<file path="config.mk">
export PLATFORM = sky130hd
export DESIGN_NAME = seg7_scan_decoder
export DESIGN_NICKNAME = d
export VERILOG_FILES = /design/src/rtl/seg7_scan_decoder.sv
export SDC_FILE = /design/constraint.sdc
export NUM_CORES = 1
export LEC_CHECK = 0
export ABC_AREA = 1
export CAP_MARGIN = 0
export CORE_MARGIN = 3
export CORE_UTILIZATION = 33
export CTS_CLUSTER_SIZE = 12
export DETAILED_ROUTE_END_ITERATION = 6
export PLACE_DENSITY = 0.47
export REMOVE_ABC_BUFFERS = 1
export SYNTH_ARGS = -nofsm -noshare
export SYNTH_HDL_FRONTEND = slang
export SYNTH_SLANG_ARGS = --single-unit
</file>
<file path="constraint.sdc">
create_clock -name clk -period 2.3 [get_ports clk]
set_input_delay 0.46 -clock clk [delete_from_list [all_inputs] [get_ports clk]]
set_output_delay 0.46 -clock clk [all_outputs]
set_load 0.01 [all_outputs]
</file>
<file path="src/rtl/seg7_scan_decoder.sv">
// Reader side of a multiplexed 7-segment display: synchronises the anode and segment pins,
// decodes each digit's pattern back to a hex nibble, and publishes a frame once it has repeated.
module seg7_scan_decoder #(
    parameter int DIGITS = 4,
    parameter int SETTLE = 4,
    parameter int STABLE = 2
) (
    input  logic                  clk,
    input  logic                  rst,
    input  logic [DIGITS-1:0]     an_n,
    input  logic [0:6]            seg_n,
    output logic [4*DIGITS-1:0]   digits,
    output logic [DIGITS-1:0]     digit_err,
    output logic                  frame_valid,
    output logic                  anode_fault
);

    localparam int SELW = $clog2(DIGITS);
    localparam int CNTW = (SETTLE > 1) ? $clog2(SETTLE) : 1;
    localparam int MW   = $clog2(STABLE + 1);

    typedef enum logic [1:0] {ST_IDLE, ST_SETTLE, ST_HOLD} state_t;

    state_t               state, state_nx;
    logic [SELW-1:0]      sel, sel_nx, idx;
    logic [CNTW-1:0]      cnt, cnt_nx;
    logic                 sample;

    logic [DIGITS-1:0]    an_s1, an_s2, low;
    logic [0:6]           seg_s1, seg_s2;
    logic                 none_low, one_low, multi_low, multi_d;

    logic [3:0]           dec_nib;
    logic                 dec_err;

    logic [4*DIGITS-1:0]  stg_nib, prev_nib;
    logic [DIGITS-1:0]    stg_err, prev_err, mask;
    logic [MW-1:0]        match, match_nx;
    logic                 same;

    // Synchronisers reset to the idle pin level so a reset never looks like a multi-anode fault.
    always_ff @(posedge clk) begin
        if (rst) begin
            an_s1  <= '1;
            an_s2  <= '1;
            seg_s1 <= '1;
            seg_s2 <= '1;
        end else begin
            an_s1  <= an_n;
            an_s2  <= an_s1;
            seg_s1 <= seg_n;
            seg_s2 <= seg_s1;
        end
    end

    always_comb begin
        low       = ~an_s2;
        none_low  = (low == '0);
        one_low   = !none_low && ((low & (low - DIGITS'(1))) == '0);
        multi_low = !none_low && !one_low;
        idx       = '0;
        for (int unsigned i = 0; i < DIGITS; i++) begin
            if (low[i]) idx = SELW'(i);
        end
    end

    always_ff @(posedge clk) begin
        if (rst) begin
            state <= ST_IDLE;
            sel   <= '0;
            cnt   <= '0;
        end else begin
            state <= state_nx;
            sel   <= sel_nx;
            cnt   <= cnt_nx;
        end
    end

    always_comb begin
        state_nx = state;
        sel_nx   = sel;
        cnt_nx   = cnt;
        sample   = 1'b0;
        if (!one_low) begin
            state_nx = ST_IDLE;
        end else if (state == ST_IDLE || idx != sel) begin
            state_nx = ST_SETTLE;
            sel_nx   = idx;
            cnt_nx   = '0;
        end else if (state == ST_SETTLE) begin
            if (cnt == CNTW'(SETTLE - 1)) begin
                sample   = 1'b1;
                state_nx = ST_HOLD;
            end else begin
                cnt_nx = cnt + CNTW'(1);
            end
        end
    end

    always_comb begin
        dec_nib = 4'h0;
        dec_err = 1'b0;
        case (seg_s2)
            7'b0000001: dec_nib = 4'h0;
            7'b1001111: dec_nib = 4'h1;
            7'b0010010: dec_nib = 4'h2;
            7'b0000110: dec_nib = 4'h3;
            7'b1001100: dec_nib = 4'h4;
            7'b0100100: dec_nib = 4'h5;
            7'b0100000: dec_nib = 4'h6;
            7'b0001111: dec_nib = 4'h7;
            7'b0000000: dec_nib = 4'h8;
            7'b0000100: dec_nib = 4'h9;
            7'b0001000: dec_nib = 4'hA;
            7'b1100000: dec_nib = 4'hB;
            7'b0110001: dec_nib = 4'hC;
            7'b1000010: dec_nib = 4'hD;
            7'b0110000: dec_nib = 4'hE;
            7'b0111000: dec_nib = 4'hF;
            default:    dec_err = 1'b1;
        endcase
    end

    always_comb begin
        same = (stg_nib == prev_nib) && (stg_err == prev_err);
        if (!same)
            match_nx = MW'(1);
        else if (match == MW'(STABLE))
            match_nx = match;
        else
            match_nx = match + MW'(1);
    end

    // A sample arriving while the frame is complete is applied first; evaluation waits a cycle.
    always_ff @(posedge clk) begin
        if (rst) begin
            stg_nib     <= '0;
            stg_err     <= '0;
            prev_nib    <= '0;
            prev_err    <= '0;
            mask        <= '0;
            match       <= '0;
            multi_d     <= 1'b0;
            digits      <= '0;
            digit_err   <= '0;
            frame_valid <= 1'b0;
            anode_fault <= 1'b0;
        end else begin
            multi_d     <= multi_low;
            anode_fault <= multi_low && !multi_d;
            frame_valid <= 1'b0;
            if (sample) begin
                stg_nib[{sel, 2'b00} +: 4] <= dec_nib;
                stg_err[sel]               <= dec_err;
                mask[sel]                  <= 1'b1;
            end else if (mask == '1) begin
                mask     <= '0;
                prev_nib <= stg_nib;
                prev_err <= stg_err;
                match    <= match_nx;
                if (match_nx == MW'(STABLE)) begin
                    digits      <= stg_nib;
                    digit_err   <= stg_err;
                    frame_valid <= 1'b1;
                end
            end
        end
    end

endmodule

</file>
==> flow_summary.yaml, run 1 <==
logic_synthesis:
  yosys_warnings: 0
  syn_area_per_cell_um2: 7.17
  synth_seq_cells: 97
  ys_async_sr_fraction: 0
  synth_top_family_by_area: "simple AND/OR/NAND/NOR gates"
  ys.flop_type: "dfxtp_1"
  seq_area_frac_synth: 0.437
  synth_fa_ha_area_frac: 0.0281
  synth-edff-count: 0
  synth_compound_area_frac: 0.0810
  synth.top_cell.area_share: 0.437
  muxShareOfSynthArea: 0
  syn_area_mm2: 0.00445
  ys_types: 31
  synth_common_cells: "nand2_1, dfxtp_1, inv_1, nor2_1, nand3_1"
  yosys.area_share.simple: 0.321
  synth_area_leader_cell: "dfxtp_1"
  synthCells: 620
  synthTopCellsByArea: "dfxtp_1, nand2_1, inv_1"
  yosysMostFrequentCell: "nand2_1"
  synth_xor_area_frac: 0.0177
hold_path:
  min_path_type: "reg -> reg"
  holdCritStartpoint: "multi_d$_SDFF_PP0_"
timing:
  finalMaxSlewViolations: 0
  rsz0062_at_grt: "no"
  layout_setup_ws_ns: 0.278
  worstMarginPinSlew_ns: 0.667
  final.min_clock_period_ns: 2.02
  finalSetupViolCount: 0
  clock_skew_ns: 0.00952
  fin_tns_setup_ns: 0
  fin_crit_sh: 0.879
  fmax_ghz: 0.495
  hold_violations: 0
  hold-worst-slack_ns: 0.386
  maxSlewHeadroom: 0.555
place:
  place_ws_ns: 0.245
  io_buffers: 34
  place_area_mm2: 0.00499
  dp_cells: 816
  place_hpwl_mm: 6.68
  place_congestion: 0.826
job:
  drv_cap: 0
clock_network:
  cts_tree: "built"
  cts_resized: 0
  postCtsSetupBuffers: 0
  numCtsBuffers: 9
  clock_path_buffers: 2
  clk_latency_ns: 0.35
  cts.sink_count: 97
  htree_num_levels: 3
  cts_root_buf: "clkbuf_16"
  cts_hold_buf: 0
  clk_pin_slew_ns: 0.07
floorplanning:
  rows: 41
  core_mm2: 0.0129
  die-area_mm2: 0.0149
  fp.dieH_um: 122
  die_w_um: 122
  start_util: 0.345
  io_pins: 35
setup_path:
  r2r-start: "cnt[0]$_SDFFE_PP0P_"
  crit_type: "reg -> reg"
  end_kind: "flop"
  critPathLaunch: "cnt[0]$_SDFFE_PP0P_"
  required_ns: 2.54
  start_kind: "flop"
  worstPathArrival_ns: 2.26
  path_max_fanout: 21
outcome:
  status: "completed"
final_layout:
  layout-drive-gt1-share: 0.130
  diodes: 0
  final_core_util: 0.415
  fin_nets: 678
  instances_no_fill: 832
  syn_to_final_growth_pct: 20.0
  finish.instance_area_mm2: 0.00534
power:
  switching_power_uw: 760
  p_sw_frac: 0.210
  p_comb_frac: 0.049
  clock_power_share: 0.476
  leakage_nw: 2.19
  internal_power_mw: 2.86
  power_mw: 3.62
  seqPwrFrac: 0.475
  power_density_mw_per_mm2: 679
  ir_worst_vdd_mv: 0.360
drt:
  drt-initial-drc-count: 163
  wire_per_inst_um: 11.0
  wl_mm: 9.14
  vias: 3710
  viasPerCell: 4.46
  drt.antenna.violating_nets: 0
  drtPass1Iterations: 5
  post-route-drc-count: 0
grt:
  grt_first_pass_wirelength_mm: 15.9
  antenna_found_initial: 0
  grt.overflow.total: 0
  grt_pass1_vias: 3499
  globalRouteTotalUtil: 0.133
  grt_max_degree: 44
cell usage in the layout (no fill, tap or decap), types with 6 or more instances in the layout:
master           instances
inv_2                   14
nor3_1                  12
xnor2_1                  9
inv_1                   88
clkdlybuf4s50_1         34
dfxtp_1                 97
clkbuf_16                9
or2_2                   22
nor2_1                  71
buf_4                   10
o21ai_0                 21
nand2_1                146
ha_1                    10
o22ai_2                  6
a21oi_1                 20
nand3_1                 28
nand4_1                 22
final timing paths:
check                         endpoint  slack, ns  depth (start not counted)
max reg2reg  digit_err[2]$_SDFFE_PP0P_       0.28                         11
max          digit_err[2]$_SDFFE_PP0P_       0.28                         11
min reg2reg     anode_fault$_SDFF_PP0_       0.39                          1
min             anode_fault$_SDFF_PP0_       0.39                          1
area by class of cell:
| class | count | area, µm² |
|---|---|---|
| Inverter | 107 | 402 |
| Clock buffer | 11 | 243 |
| Tap cell | 172 | 215 |
| Fill cell | 1339 | 7540 |
| Clock inverter | 5 | 103 |
| Sequential cell | 97 | 1940 |
| Multi-Input combinational cell | 395 | 2000 |
| Timing Repair Buffer | 45 | 435 |
power groups by stage:
stage	Combinational (mW)	Clock, mW	Sequential [mW]
after floorplan	0.116	0	1.76
after global placement	0.180	0	1.76
after detailed placement	0.179	0	1.76
after CTS	0.179	1.79	1.72
after global routing	0.204	1.86	1.72
final	0.176	1.73	1.72
worst max-delay path, cell delays in order, from the launching register on:
cell and delay (ns):
dfxtp_1 0.33, ha_1 0.17, inv_1 0.04, nor3_1 0.38, nand3_4 0.18, nand2_4 0.18, inv_2 0.11, nand3_2 0.09
buf_4 0.23, nand2_1 0.10, inv_2 0.05, nor2_1 0.04
flip-flops by register name, summed over array words and instances, names as in the netlist:
signal       flops
digits          16
prev_nib        16
stg_nib         16
seg_s1           7
seg_s2           7
an_s1            4
an_s2            4
digit_err        4
mask             4
prev_err         4
stg_err          4
cnt              2
match            2
sel              2
state            2
anode_fault      1
frame_valid      1
multi_d          1
logic make-up (layout without fill, tap and decap cells):
kind of cell / Yosys count / in the layout
and+or+nand+nor: 318 / 318
buffers and inverters: 128 / 168
DFF: 97 / 97
AOI/OAI and AO/OA: 58 / 58
adders and majority gates: 10 / 10
xor gates and xnor gates: 9 / 9
routing by layer:
metal,up-vias,share of wire,track usage
met5,-,0,0
met4,0,0.018,0.0623
met3,12,0.033,0.0251
met2,56,0.46,0.221
met1,1652,0.49,0.167
li1,1990,-,-
(Power assumes the default switching activity.)
==> inputs of run 2 (changes only) <==
--- a/config.mk
+++ b/config.mk
@@ -11,6 +11,7 @@
 export CORE_UTILIZATION = 33
 export CTS_CLUSTER_SIZE = 12
 export DETAILED_ROUTE_END_ITERATION = 6
+export GPL_ROUTABILITY_DRIVEN = 0
 export PLACE_DENSITY = 0.47
 export REMOVE_ABC_BUFFERS = 1
 export SYNTH_ARGS = -nofsm -noshare
==> results of run 2 <==
No change in the layout: final DEF, timing and power equal those of run 1.
==> inputs of run 3 (changes only) <==
--- a/config.mk
+++ b/config.mk
@@ -12,7 +12,6 @@
 export CTS_CLUSTER_SIZE = 12
 export DETAILED_ROUTE_END_ITERATION = 6
 export GPL_ROUTABILITY_DRIVEN = 0
-export PLACE_DENSITY = 0.47
 export REMOVE_ABC_BUFFERS = 1
 export SYNTH_ARGS = -nofsm -noshare
 export SYNTH_HDL_FRONTEND = slang
==> run 3 against run 2 <==
Net effect: core utilization decreased by 0.29 points; critical path depth decreased by 1; clock power decreased by 6%; critical path type unchanged; global-route usage about the same; final area decreased by 0.70%; maximum frequency increased by 1.4%; die area unchanged; worst setup slack improved by 0.028 ns; clock skew increased by 0.0012 ns; cell count decreased by 0.36%.
==> flow_summary.yaml, run 3 (synthesis results as in run 1) <==
outcome:
  status: "completed"
setup_path:
  worstPathArrival_ns: 2.22
  end_kind: "flop"
  path_max_fanout: 20
  crit_type: "reg -> reg"
  required_ns: 2.53
  r2r-start: "sel[0]$_SDFFE_PP0P_"
  start_kind: "flop"
  critPathLaunch: "sel[0]$_SDFFE_PP0P_"
final_layout:
  syn_to_final_growth_pct: 19.2
  nFillCells: 1335
  final_core_util: 0.412
  reg_top3: "digits (16), prev_nib (16), stg_nib (16)"
  diodes: 0
  layout_common_cells: "nand2_1, dfxtp_1, inv_1"
  fin_nets: 675
  layout-drive-gt1-share: 0.129
  final_common_cell: "nand2_1"
timing:
  hold_violations: 0
  finalSetupViolCount: 0
  worstMarginPinSlew_ns: 0.662
  finalMaxSlewViolations: 0
  final.min_clock_period_ns: 1.99
  fin_tns_setup_ns: 0
  maxSlewHeadroom: 0.558
  clock_skew_ns: 0.0107
  rsz0062_at_grt: "no"
  fmax_ghz: 0.502
  fin_crit_sh: 0.867
  hold-worst-slack_ns: 0.387
drt:
  wl_mm: 9.12
  drt.antenna.violating_nets: 0
  viasPerCell: 4.54
  drtPass1Iterations: 5
  post-route-drc-count: 0
  drt-initial-drc-count: 241
  wire_per_inst_um: 11.0
  vias: 3765
floorplanning:
  die_w_um: 122
  die-area_mm2: 0.0149
  core_mm2: 0.0129
  io_pins: 35
  start_util: 0.345
  rows: 41
  fp.dieH_um: 122
power:
  leakage_nw: 2.17
  internal_power_mw: 2.76
  clock_power_share: 0.463
  p_comb_frac: 0.050
  seqPwrFrac: 0.487
  power_mw: 3.53
  power_density_mw_per_mm2: 666
  switching_power_uw: 774
  ir_worst_vdd_mv: 0.476
  p_sw_frac: 0.219
job:
  drv_cap: 0
hold_path:
  holdCritStartpoint: "multi_d$_SDFF_PP0_"
  min_path_type: "reg -> reg"
grt:
  grt_pass1_vias: 3551
  globalRouteTotalUtil: 0.133
  grt_first_pass_wirelength_mm: 15.9
  grt_max_degree: 44
  grt.overflow.total: 0
  antenna_found_initial: 0
clock_network:
  cts_root_buf: "clkbuf_16"
  htree_num_levels: 3
  clock_path_buffers: 2
  clk_latency_ns: 0.35
  cts_tree: "built"
  cts.sink_count: 97
  numCtsBuffers: 9
  clk_pin_slew_ns: 0.07
  postCtsSetupBuffers: 0
place:
  place_hpwl_mm: 6.57
  io_buffers: 34
[run 3: cell type report]
cell class / count / area [µm²] / area share
multi-input combinational: 395 / 2010 / 0.379
sequential: 97 / 1940 / 0.366
inverter: 107 / 402 / 0.0758
timing repair buffer: 42 / 400 / 0.0755
clock buffer: 10 / 239 / 0.0451
tap: 172 / 215 / 0.0406
clock inverter: 6 / 91.3 / 0.0172
[run 3: path summary, 6_finish.rpt]
check / endpoint / slack (ns) / cells after the start
min reg2reg: anode_fault$_SDFF_PP0_ / 0.39 / 1
min: anode_fault$_SDFF_PP0_ / 0.39 / 1
max reg2reg: prev_nib[13]$_SDFFE_PP0P_ / 0.31 / 10
max: prev_nib[13]$_SDFFE_PP0P_ / 0.31 / 10
[run 3: per-layer routing]
metal,vias to the layer above,GRT usage,share of wire
met3,15,0.0418,0.048
met1,1673,0.160,0.46
met2,89,0.222,0.47
li1,1988,-,-
met4,0,0.0504,0.016
met5,-,0,0
[run 3: per-stage QoR]
stage	area (µm²)	worst slack [ns]	instances
after global placement	4960	0.290	813
after global routing	5300	0.0826	829
after floorplan	4340	0.132	599
final	5300	0.306	829
after detailed placement	4960	0.190	813
after CTS	5290	0.184	829
[run 3: repair_timing]
action,in CTS,in global routing
hold buffers,0,0
resized for setup,0,2
endpoints found under the setup margin,0,17
[run 3: critical path: stages (launching register included)]
cell and delay [ns]:
dfxtp_1 0.47, inv_2 0.16, nand2_1 0.10, nand2_1 0.08
nor2_4 0.16, nand3_4 0.13, nand2_4 0.17, inv_2 0.13
nand2_1 0.07, buf_4 0.28, o21ai_0 0.12
[run 3: power by group through the flow]
stage               clock (mW)  sequential [mW]  combinational (mW)
global placement             0             1.76               0.175
CTS                       1.69             1.72               0.179
detailed placement           0             1.76               0.178
global route              1.76             1.72               0.202
floorplan                    0             1.76               0.116
finish                    1.63             1.72               0.177
